`config.mk`:
```
export PLATFORM = sky130hd
export DESIGN_NAME = filt_sched
export DESIGN_NICKNAME = d
export VERILOG_FILES = /design/src/rtl/filt_pkg.sv /design/src/rtl/filt_sched_fifo.sv /design/src/rtl/filt_sched.sv
export SDC_FILE = /design/constraint.sdc
export NUM_CORES = 1
export LEC_CHECK = 0
export BUFFER_PORTS_ARGS = -buffer_cell sky130_fd_sc_hd__buf_2
export CORE_UTILIZATION = 60
export DETAILED_ROUTE_END_ITERATION = 7
export GPL_TIMING_DRIVEN = 0
export PLACE_DENSITY = 0.79
export REMOVE_ABC_BUFFERS = 1
export SLEW_MARGIN = 20
export SYNTH_ARGS = -nofsm -noshare
export SYNTH_HDL_FRONTEND = slang
export SYNTH_HIERARCHICAL = 1
export SYNTH_SLANG_ARGS = --single-unit
```
`constraint.sdc`:
```
create_clock -name clk -period 4.7 [get_ports clk]
set_input_delay 0.235 -clock clk [delete_from_list [all_inputs] [get_ports clk]]
set_output_delay 0.235 -clock clk [all_outputs]
set_load 0.005 [all_outputs]
```
`src/rtl/filt_pkg.sv`:
```
// Shared definitions for the filter sequencer: select encodings, FSM states
// and default datapath widths.
package filt_pkg;

  localparam int XADC_DATA_SIZE = 16;
  localparam int M              = 23;

  localparam logic [1:0] FILT_SEL_LPF  = 2'b00;
  localparam logic [1:0] FILT_SEL_HPF  = 2'b01;
  localparam logic [1:0] FILT_SEL_BPF  = 2'b10;

  typedef enum logic [1:0] {
    IDLE  = 2'd0,
    START = 2'd1,
    WAIT  = 2'd2,
    OUT   = 2'd3
  } state_t;

  // The reserved encoding must never reach the datapath.
  function automatic logic sel_is_valid(input logic [1:0] sel);
    case (sel)
      FILT_SEL_LPF, FILT_SEL_HPF, FILT_SEL_BPF: return 1'b1;
      default:                                  return 1'b0;
    endcase
  endfunction

endpackage

```
`src/rtl/filt_sched_fifo.sv`:
```
// Synchronous sample FIFO; an AW+1-bit occupancy count separates full from empty.
module filt_sched_fifo #(
  parameter int WIDTH = 16,
  parameter int AW    = 3
) (
  input  logic             clk,
  input  logic             rst,
  input  logic             push,
  input  logic             pop,
  input  logic [WIDTH-1:0] wdata,
  output logic [WIDTH-1:0] rdata,
  output logic             full,
  output logic             empty,
  output logic [AW:0]      count
);

  localparam int DEPTH = 1 << AW;
  localparam logic [AW:0] FULL_CNT = (AW+1)'(DEPTH);

  logic [WIDTH-1:0] mem [DEPTH];
  logic [AW-1:0]    wr_ptr;
  logic [AW-1:0]    rd_ptr;
  logic             do_push;
  logic             do_pop;

  assign full    = (count == FULL_CNT);
  assign empty   = (count == '0);
  assign do_push = push && !full;
  assign do_pop  = pop && !empty;
  assign rdata   = mem[rd_ptr];

  // Storage array, written only on an accepted push.
  always_ff @(posedge clk) begin
    if (do_push) mem[wr_ptr] <= wdata;
  end

  // Pointers wrap naturally at the power-of-two depth.
  always_ff @(posedge clk or posedge rst) begin
    if (rst) begin
      wr_ptr <= '0;
      rd_ptr <= '0;
      count  <= '0;
    end else begin
      if (do_push) wr_ptr <= wr_ptr + 1'b1;
      if (do_pop)  rd_ptr <= rd_ptr + 1'b1;
      case ({do_push, do_pop})
        2'b10:   count <= count + 1'b1;
        2'b01:   count <= count - 1'b1;
        default: count <= count;
      endcase
    end
  end

endmodule

```
`src/rtl/filt_sched.sv`:
```
// Sequencer between the XADC sample stream and the FIR datapath: buffers
// samples, issues one start per sample, and returns results on valid/ready.
module filt_sched #(
  parameter int XADC_DATA_SIZE  = filt_pkg::XADC_DATA_SIZE,
  parameter int FIFO_AW         = 3,
  parameter int START_PULSE_CYC = 2,
  parameter int TIMEOUT_CYC     = 255
) (
  input  logic                      clk,
  input  logic                      rst,
  input  logic                      s_valid,
  input  logic [XADC_DATA_SIZE-1:0] s_data,
  output logic                      s_ready,
  input  logic [1:0]                cfg_select,
  input  logic                      cfg_update,
  output logic                      filt_start,
  output logic [1:0]                filt_select,
  output logic [XADC_DATA_SIZE-1:0] filt_input,
  input  logic [XADC_DATA_SIZE-1:0] filt_result,
  input  logic                      filt_done,
  output logic                      m_valid,
  output logic [XADC_DATA_SIZE-1:0] m_data,
  input  logic                      m_ready,
  output logic                      busy,
  output logic [15:0]               overflow_cnt,
  output logic                      timeout_err
);

  import filt_pkg::*;

  localparam int SC_W   = $clog2(START_PULSE_CYC + 1);
  localparam int WCNT_W = $clog2(TIMEOUT_CYC + 1);
  localparam logic [SC_W-1:0]   SC_LAST   = SC_W'(START_PULSE_CYC - 1);
  localparam logic [WCNT_W-1:0] WCNT_LAST = WCNT_W'(TIMEOUT_CYC);

  state_t state, next_state;

  logic [XADC_DATA_SIZE-1:0] fifo_rdata;
  logic                      fifo_full;
  logic                      fifo_empty;
  logic [FIFO_AW:0]          fifo_count;
  logic                      unused_fifo_count;

  logic [SC_W-1:0]   sc;
  logic [WCNT_W-1:0] wcnt;
  logic              done_q;
  logic              done_rise;
  logic              pend_valid;
  logic [1:0]        pend_sel;
  logic              cfg_ok;

  logic pop;
  logic apply_sel;
  logic capture;
  logic abort;

  assign s_ready           = !fifo_full;
  assign done_rise         = filt_done && !done_q;
  assign cfg_ok            = cfg_update && sel_is_valid(cfg_select);
  assign unused_fifo_count = ^fifo_count;

  filt_sched_fifo #(
    .WIDTH (XADC_DATA_SIZE),
    .AW    (FIFO_AW)
  ) u_fifo (
    .clk   (clk),
    .rst   (rst),
    .push  (s_valid),
    .pop   (pop),
    .wdata (s_data),
    .rdata (fifo_rdata),
    .full  (fifo_full),
    .empty (fifo_empty),
    .count (fifo_count)
  );

  // FSM state register.
  always_ff @(posedge clk or posedge rst) begin
    if (rst) state <= IDLE;
    else     state <= next_state;
  end

  // Next state and per-cycle strobes; a pending select takes priority over a pop.
  always_comb begin
    next_state = state;
    pop        = 1'b0;
    apply_sel  = 1'b0;
    capture    = 1'b0;
    abort      = 1'b0;
    case (state)
      IDLE: begin
        if (pend_valid) begin
          apply_sel = 1'b1;
        end else if (!fifo_empty) begin
          pop        = 1'b1;
          next_state = START;
        end else begin
          next_state = IDLE;
        end
      end
      START: begin
        if (sc == SC_LAST) next_state = WAIT;
        else               next_state = START;
      end
      WAIT: begin
        if (done_rise) begin
          capture    = 1'b1;
          next_state = OUT;
        end else if (wcnt == WCNT_LAST) begin
          abort      = 1'b1;
          next_state = IDLE;
        end else begin
          next_state = WAIT;
        end
      end
      OUT: begin
        if (m_ready) next_state = IDLE;
        else         next_state = OUT;
      end
      default: next_state = IDLE;
    endcase
  end

  // Phase counters restart whenever their state is entered.
  always_ff @(posedge clk or posedge rst) begin
    if (rst) begin
      sc   <= '0;
      wcnt <= '0;
    end else begin
      sc   <= (state == START) ? sc + 1'b1 : '0;
      wcnt <= (state == WAIT)  ? wcnt + 1'b1 : '0;
    end
  end

  // Datapath-facing and downstream output registers.
  always_ff @(posedge clk or posedge rst) begin
    if (rst) begin
      done_q      <= 1'b0;
      filt_start  <= 1'b0;
      busy        <= 1'b0;
      filt_input  <= '0;
      filt_select <= FILT_SEL_LPF;
      m_valid     <= 1'b0;
      m_data      <= '0;
    end else begin
      done_q     <= filt_done;
      filt_start <= (next_state == START);
      busy       <= (next_state != IDLE);
      if (pop)       filt_input  <= fifo_rdata;
      if (apply_sel) filt_select <= pend_sel;
      if (capture) begin
        m_data  <= filt_result;
        m_valid <= 1'b1;
      end else if (state == OUT && m_ready) begin
        m_valid <= 1'b0;
      end
    end
  end

  // Pending select (last valid update wins), sticky timeout and drop counter.
  always_ff @(posedge clk or posedge rst) begin
    if (rst) begin
      pend_valid   <= 1'b0;
      pend_sel     <= FILT_SEL_LPF;
      timeout_err  <= 1'b0;
      overflow_cnt <= 16'd0;
    end else begin
      if (cfg_ok) begin
        pend_valid <= 1'b1;
        pend_sel   <= cfg_select;
      end else if (apply_sel) begin
        pend_valid <= 1'b0;
      end
      if (abort)           timeout_err <= 1'b1;
      else if (cfg_update) timeout_err <= 1'b0;
      if (s_valid && fifo_full && overflow_cnt != 16'hFFFF)
        overflow_cnt <= overflow_cnt + 16'd1;
    end
  end

endmodule

```
## Word-level counts from Yosys, hierarchy flattened

Memory sizes are Yosys's and may differ from the RTL's. A register that Yosys moved wholly into a read port is not among the register bits.
Cells that the tools add are included.

- $add $sub $neg: 7
- Equal/unequal tests: 12
- Mux-type cells: 29
- Reduce and logical (&&, ||, !) cells: 19

Operators with widths:

| operator | count |
|---|---|
| 1-bit two-way mux | 20 |
| 16-bit by 1-bit adder with 16-bit output (second input constant) | 1 |
| 16-bit inequality test (second input constant) | 1 |
| 2-bit two-way mux | 6 |
| 2-bit by 1-bit == test with 1-bit output (second input constant) | 5 |
| 2-bit nonzero test | 5 |
| 8-bit by 1-bit adder with 8-bit output (second input constant) | 1 |
| 2-bit == test (second input constant) | 4 |
| 8-bit == test (second input constant) | 1 |
| 8-bit two-way mux | 1 |
| 2-bit one-hot mux with 4 select lines | 1 |
| 4-bit one-hot mux with 2 select lines | 1 |
| 1-bit logical AND | 7 |
| 3-bit by 1-bit adder with 3-bit output (second input constant) | 2 |
| 4-bit by 1-bit adder with 4-bit output (second input constant) | 1 |
| 4-bit == test (second input constant) | 1 |
| 2-bit zero test | 2 |
| 4-bit zero test | 1 |
| 4-bit by 1-bit subtractor with 4-bit output (second input constant) | 1 |
| 1-bit zero test | 3 |
| 3-bit OR reduction | 1 |
| 2-bit by 1-bit adder with 2-bit output (second input constant) | 1 |

- Flip-flop bits (word level): 64
- RAM bits: 128
- Input bits: 40
- Output and inout bits: 55
- Logic and storage cells: 84
- Memories: 1

Memories:

| name | depth | width | read ports | clocked after memory_dff | write ports | line | text |
|---|---|---|---|---|---|---|---|
| u_fifo.mem | 8 | 16 | 1 | 1 | 1 | filt_sched_fifo.sv:20 | `logic [WIDTH-1:0] mem [DEPTH];` |

## Longest topological paths before layout

- Depth in word-level cells: 7
- Gate-level depth with buffers: 10
- Mapped depth without buffers: 9

## Cells and area by module

The synthesis kept the hierarchy.

Modules (own cells, without submodules):

| module | times used | cells an instance | area each (um^2) | sequential area each (um^2) |
|---|---|---|---|---|
| filt_sched_fifo | 1 | 254 | 5,559.1 | 4,093.9 |
| filt_sched | 1 | 228 | 2,936.6 | 1,751.7 |

## Worst setup path after synthesis

OpenSTA, ideal clock, no wires.

- Path type: register to register
- From: reg u_fifo.count[0]
- To: reg u_fifo.count[3]
- Setup time: 134 ps
- Data arrival time: 2,840 ps
- Required time: 4,566 ps
- Path slack: 1,726 ps
- Stages on the path, launching flop included: 11
- Path buffers: 1
- Clock period less this slack: 2,974 ps
- Cell sequence: dfrtp_1 > nor4_1 > nor4_4 > buf_6 > o41ai_1 > inv_1 > ha_1 > ha_1 > or4b_2 > o311ai_0 > o211ai_1

- Cells in the longest elaborated chain, start to end: 7
- Elaborated cells on any way between the ends: 15
- Classes of those cells: add/sub (2); eq/ne (3); mux (4); reduce/logical (6)

RTL lines:

| element | line | text |
|---|---|---|
| start: declaration | filt_sched_fifo.sv:14 | `output logic [AW:0] count` |
| start signal: assignment | filt_sched_fifo.sv:47 | `2'b10: count <= count + 1'b1;` |
| start signal: assignment | filt_sched_fifo.sv:48 | `2'b01: count <= count - 1'b1;` |
| start signal: assignment | filt_sched_fifo.sv:49 | `default: count <= count;` |
| 4-bit zero test * | filt_sched_fifo.sv:27 | `assign empty = (count == '0);` |
| net fifo_empty | filt_sched.sv:40 | `logic fifo_empty;` |
| 1-bit two-way mux * | filt_sched.sv:94 | `end else if (!fifo_empty) begin` |
| 1-bit two-way mux * | filt_sched.sv:92 | `if (pend_valid) begin` |
| 1-bit two-way mux * | filt_sched.sv:90 | `case (state)` |
| net pop | filt_sched.sv:52 | `logic pop;` |
| 1-bit logical AND * | filt_sched_fifo.sv:29 | `assign do_pop = pop && !empty;` |
| net u_fifo.do_pop | filt_sched_fifo.sv:24 | `logic do_pop;` |
| 2-bit by 1-bit == test with 1-bit output / 2-bit == test (equally long branches) | filt_sched_fifo.sv:46 | `case ({do_push, do_pop})` |
| 4-bit one-hot mux with 2 select lines / 2-bit nonzero test (equally long branches) | -- |  |

Mark *: on every way through the listed nets, which the timed path passes. The rest lies on a longest branch.
A chain may end at the register's enable or synchronous reset.

## Worst setup path after layout

- From: reg u_fifo.count[0]
- To: reg u_fifo.count[3]

- Cells in the longest elaborated chain, start to end: 7
- Elaborated cells on any way between the ends: 15
- Classes of those cells: add/sub (2); eq/ne (3); mux (4); reduce/logical (6)

RTL lines:

| element | line |
|---|---|
| 4-bit zero test * | filt_sched_fifo.sv:27 |
| net fifo_empty | filt_sched.sv:40 |
| 1-bit two-way mux | filt_sched.sv:94 |
| 1-bit two-way mux | filt_sched.sv:92 |
| 1-bit two-way mux | filt_sched.sv:90 |
| 1-bit logical AND * | filt_sched_fifo.sv:29 |
| net u_fifo.do_pop | filt_sched_fifo.sv:24 |
| 2-bit by 1-bit == test with 1-bit output / 2-bit == test (equally long branches) | filt_sched_fifo.sv:46 |
| 4-bit one-hot mux with 2 select lines / 2-bit nonzero test (equally long branches) | -- |

Marks and branches as above.

==> impl_metrics.env <==
export IMPL_nets=665
export IMPL_p_leak_nw=3.99
export IMPL_synthToLayoutAreaGrowth_pct=18.9
export IMPL_timing_hold_ws_ps=15.5
export IMPL_antennaDiodeCount=0
export IMPL_synth_compound_area_share=0.0124
export IMPL_cts_buffers=21
export IMPL_drc=0
export IMPL_finalWeightedCongestion=0.836
export IMPL_clkLatencyLatePin_ps=480
export IMPL_root_buffer="clkbuf_16"
export IMPL_tightestPinTransition_ps=944
export IMPL_finalMaxSlewViolations=0
export IMPL_antenna_found_initial=0
export IMPL_clock_sinks=208
export IMPL_rows=43
export IMPL_drtPass1Iterations=4
export IMPL_die_h_um=121
export IMPL_path_cells="nor4_1 -> nor4_4 -> buf_4 -> o41ai_1 -> inv_1 -> ha_1 -> ha_1 -> or4b_2 -> o311ai_0 -> o211ai_1"
export IMPL_nFillCells=837
export IMPL_utilization=0.730
export IMPL_synth_seq_area_share=0.688
export IMPL_cp_slowest_stage_delay_ps=640
export IMPL_synth_top_family_by_area="multiplexers"
export IMPL_muxShareOfSynthArea=0.168
export IMPL_yosys_area_top_type="edfxtp_1"
export IMPL_netSwitchingFraction=0.282
export IMPL_critPathKind="flop to flop"
export IMPL_io_pins=95
export IMPL_ff2ff_path_depth=10
export IMPL_grt_max_degree=46
export IMPL_die_area_um2=14600
export IMPL_vdd_ir_drop_max_v=0.000413
export IMPL_grt_pass1_wl_um=24700
export IMPL_cts_tree="built"
export IMPL_synthCells=482
export IMPL_critPathCaptureType="flop"
export IMPL_max_slew_margin_rel=0.370
export IMPL_grt_pass1_vias=4810
export IMPL_syn_mean_instance_area_um2=17.6
export IMPL_intPower_mw=4.12
export IMPL_period_needed_ps=3350
export IMPL_yosysMostFrequentCell="edfxtp_1"
export IMPL_synth_simple_area_share=0.0695
export IMPL_viasPerCell=5.74
export IMPL_core_region_area_um2=13800
export IMPL_drt_wl_total_um=15600
export IMPL_grt_use_total=0.223
export IMPL_rsz0062_at_grt="false"
export IMPL_ctsResizeCount=0
export IMPL_placedCellCount=754
export IMPL_fin_cells=810
export IMPL_grt_overflow=0
export IMPL_pwr_density_cell_nw_per_um2=568
export IMPL_ys_ff_latch=208
export IMPL_tns_ps=0
export IMPL_cpMostUsedCell="ha_1"
export IMPL_cts_setup_buffers=0
export IMPL_crit_fanout=9
export IMPL_worstHoldPathCells=3
export IMPL_ys_types=47
export IMPL_setup_viol=0
export IMPL_yosys_area_share_xor_xnor=0.0268
export IMPL_wl_per_cell_um=19.2
export IMPL_synth_edf_count=128
export IMPL_ys_warn_count=6
export IMPL_p_switching_mw=1.62
export IMPL_min_period_over_period=0.713
export IMPL_cp_required_ps=5050
export IMPL_synth_top_area_frac=0.452
export IMPL_cp_arrival_ps=3700
export IMPL_num_vias=4650
export IMPL_cts_htree_levels=1
export IMPL_finalPower_mw=5.73
export IMPL_start_util=0.614
export IMPL_pwr_share_seq=0.468
export IMPL_crit_slowest_cell="or4b_2"
export IMPL_dpl_hpwl_um=10000
export IMPL_fmax_mhz=299
export IMPL_status="finished, final reports clean"
export IMPL_portBuffers=94
export IMPL_async_flop_share=0.385
export IMPL_clk_pin_slew_worst_paths_ps=60
export IMPL_yosys_top_cells_count="edfxtp_1, dfrtp_1, mux2_2"
export IMPL_clock_path_buffers=3
export IMPL_power_frac_comb=0.267
export IMPL_drive_gt1_frac=0.341
export IMPL_syn_area_um2=8500
export IMPL_finalHoldViolations=0
export IMPL_holdCritPathClass="input pin to flop"
export IMPL_crit_path_start_kind="flop"
export IMPL_drt_iter0_drc=304
export IMPL_chipWidth_um=121
export IMPL_power_share_clock=0.265
export IMPL_clock_skew_ps=5.97
export IMPL_synth_top_cells_by_area="edfxtp_1, dfrtp_1, mux4_1"
export IMPL_yosys_area_share_adder=0.0141
export IMPL_synth_ff_type="edfxtp_1"
export IMPL_drv_cap=0
export IMPL_ant_nets=0
==> area by class of cell <==
| type | count | area (µm²) | share of cell area |
|---|---|---|---|
| flip-flops and latches | 208 | 5850 | 0.579 |
| multi-input cells | 244 | 2500 | 0.248 |
| repair buffers | 127 | 840 | 0.0831 |
| clock buffers | 32 | 607 | 0.0601 |
| well taps | 180 | 225 | 0.0223 |
| inverters | 14 | 55.1 | 0.00545 |
| clock inverters | 5 | 22.5 | 0.00223 |
==> cell families (layout without fill, tap and decap cells) <==
family | after synthesis | in the layout
flip-flops | 208 | 208
XOR/XNOR | 26 | 26
AO/OA/AOI/OAI | 15 | 15
multiplexers | 87 | 87
AND/OR/NAND/NOR | 107 | 107
buffers and inverters | 30 | 178
adder cells (fa/ha/maj) | 9 | 9
==> worst paths after layout <==
path                       slack (ps)               to       startpoint
max                              1350  u_fifo/count[3]  u_fifo/count[0]
min                                20      pend_sel[1]    cfg_select[1]
max reg2reg                      1350  u_fifo/count[3]  u_fifo/count[0]
min reg2reg                       430            sc[0]            sc[0]
max in group asynchronous        3840    filt_input[5]              rst
min in group asynchronous         310      pend_sel[0]              rst
==> power groups by stage <==
stage / logic [mW] / registers [mW] / clock network (mW)
after floorplan: 0.949 / 2.68 / 0
after global placement: 1.33 / 2.75 / 0
after detailed placement: 1.52 / 2.72 / 0
after CTS: 1.55 / 2.69 / 1.55
after global routing: 1.67 / 2.74 / 1.61
final: 1.53 / 2.68 / 1.52
==> layout by cell type (no fill, tap or decap), types with 8 or more instances in the layout <==
| cell | synthesis | routed |
|---|---|---|
| dfrtp_1 | 80 | 78 |
| nand4_1 | 8 | 8 |
| nand3_1 | 14 | 14 |
| edfxtp_1 | 128 | 128 |
| xnor2_1 | 14 | 14 |
| mux2_2 | 53 | 53 |
| nand2_1 | 21 | 21 |
| xor2_1 | 12 | 12 |
| mux4_1 | 25 | 25 |
| ha_1 | 8 | 8 |
| nor2_1 | 24 | 18 |
| inv_1 | 14 | 13 |
| dlygate4sd3_1 | 0 | 19 |
| buf_2 | 4 | 94 |
| clkbuf_16 | 0 | 21 |
==> worst max-delay path: cells and delay by family (launching register included) <==
kind	cells	cell delay, ps
buffers and inverters	2	390
DFF	1	460
AOI/OAI and AO/OA	3	380
and+or+nand+nor	3	1280
adders and majority gates	2	700
==> metrics by stage <==
step,worst slack (ps),cell area [µm²]
final,1350,10100
after global routing,1210,10100
after CTS,1350,10100
after detailed placement,1390,9280
after global placement,789,9070
after floorplan,1560,8370
==> timing repair <==
item,4_1_cts,5_1_grt
hold buffers,19,0
endpoints found under the hold margin,53,0
setup endpoints to repair,0,0
==> sequential cells by signal, summed over array words and instances, names as in the netlist, 3 cells and up <==
name	cells
u_fifo/rd_ptr	3
m_data	16
wcnt	8
u_fifo/wr_ptr	3
filt_input	16
overflow_cnt	16
u_fifo/count	4
u_fifo/mem	128
==> per-layer routing <==
layer	global-route usage	up-vias	share of wire
met4	0.0525	0	0.017
met1	0.287	2361	0.41
met3	0.0371	23	0.053
li1	-	2140	-
met2	0.396	126	0.52
met5	0	-	0
No activity file was read; power rests on OpenSTA's default activity.
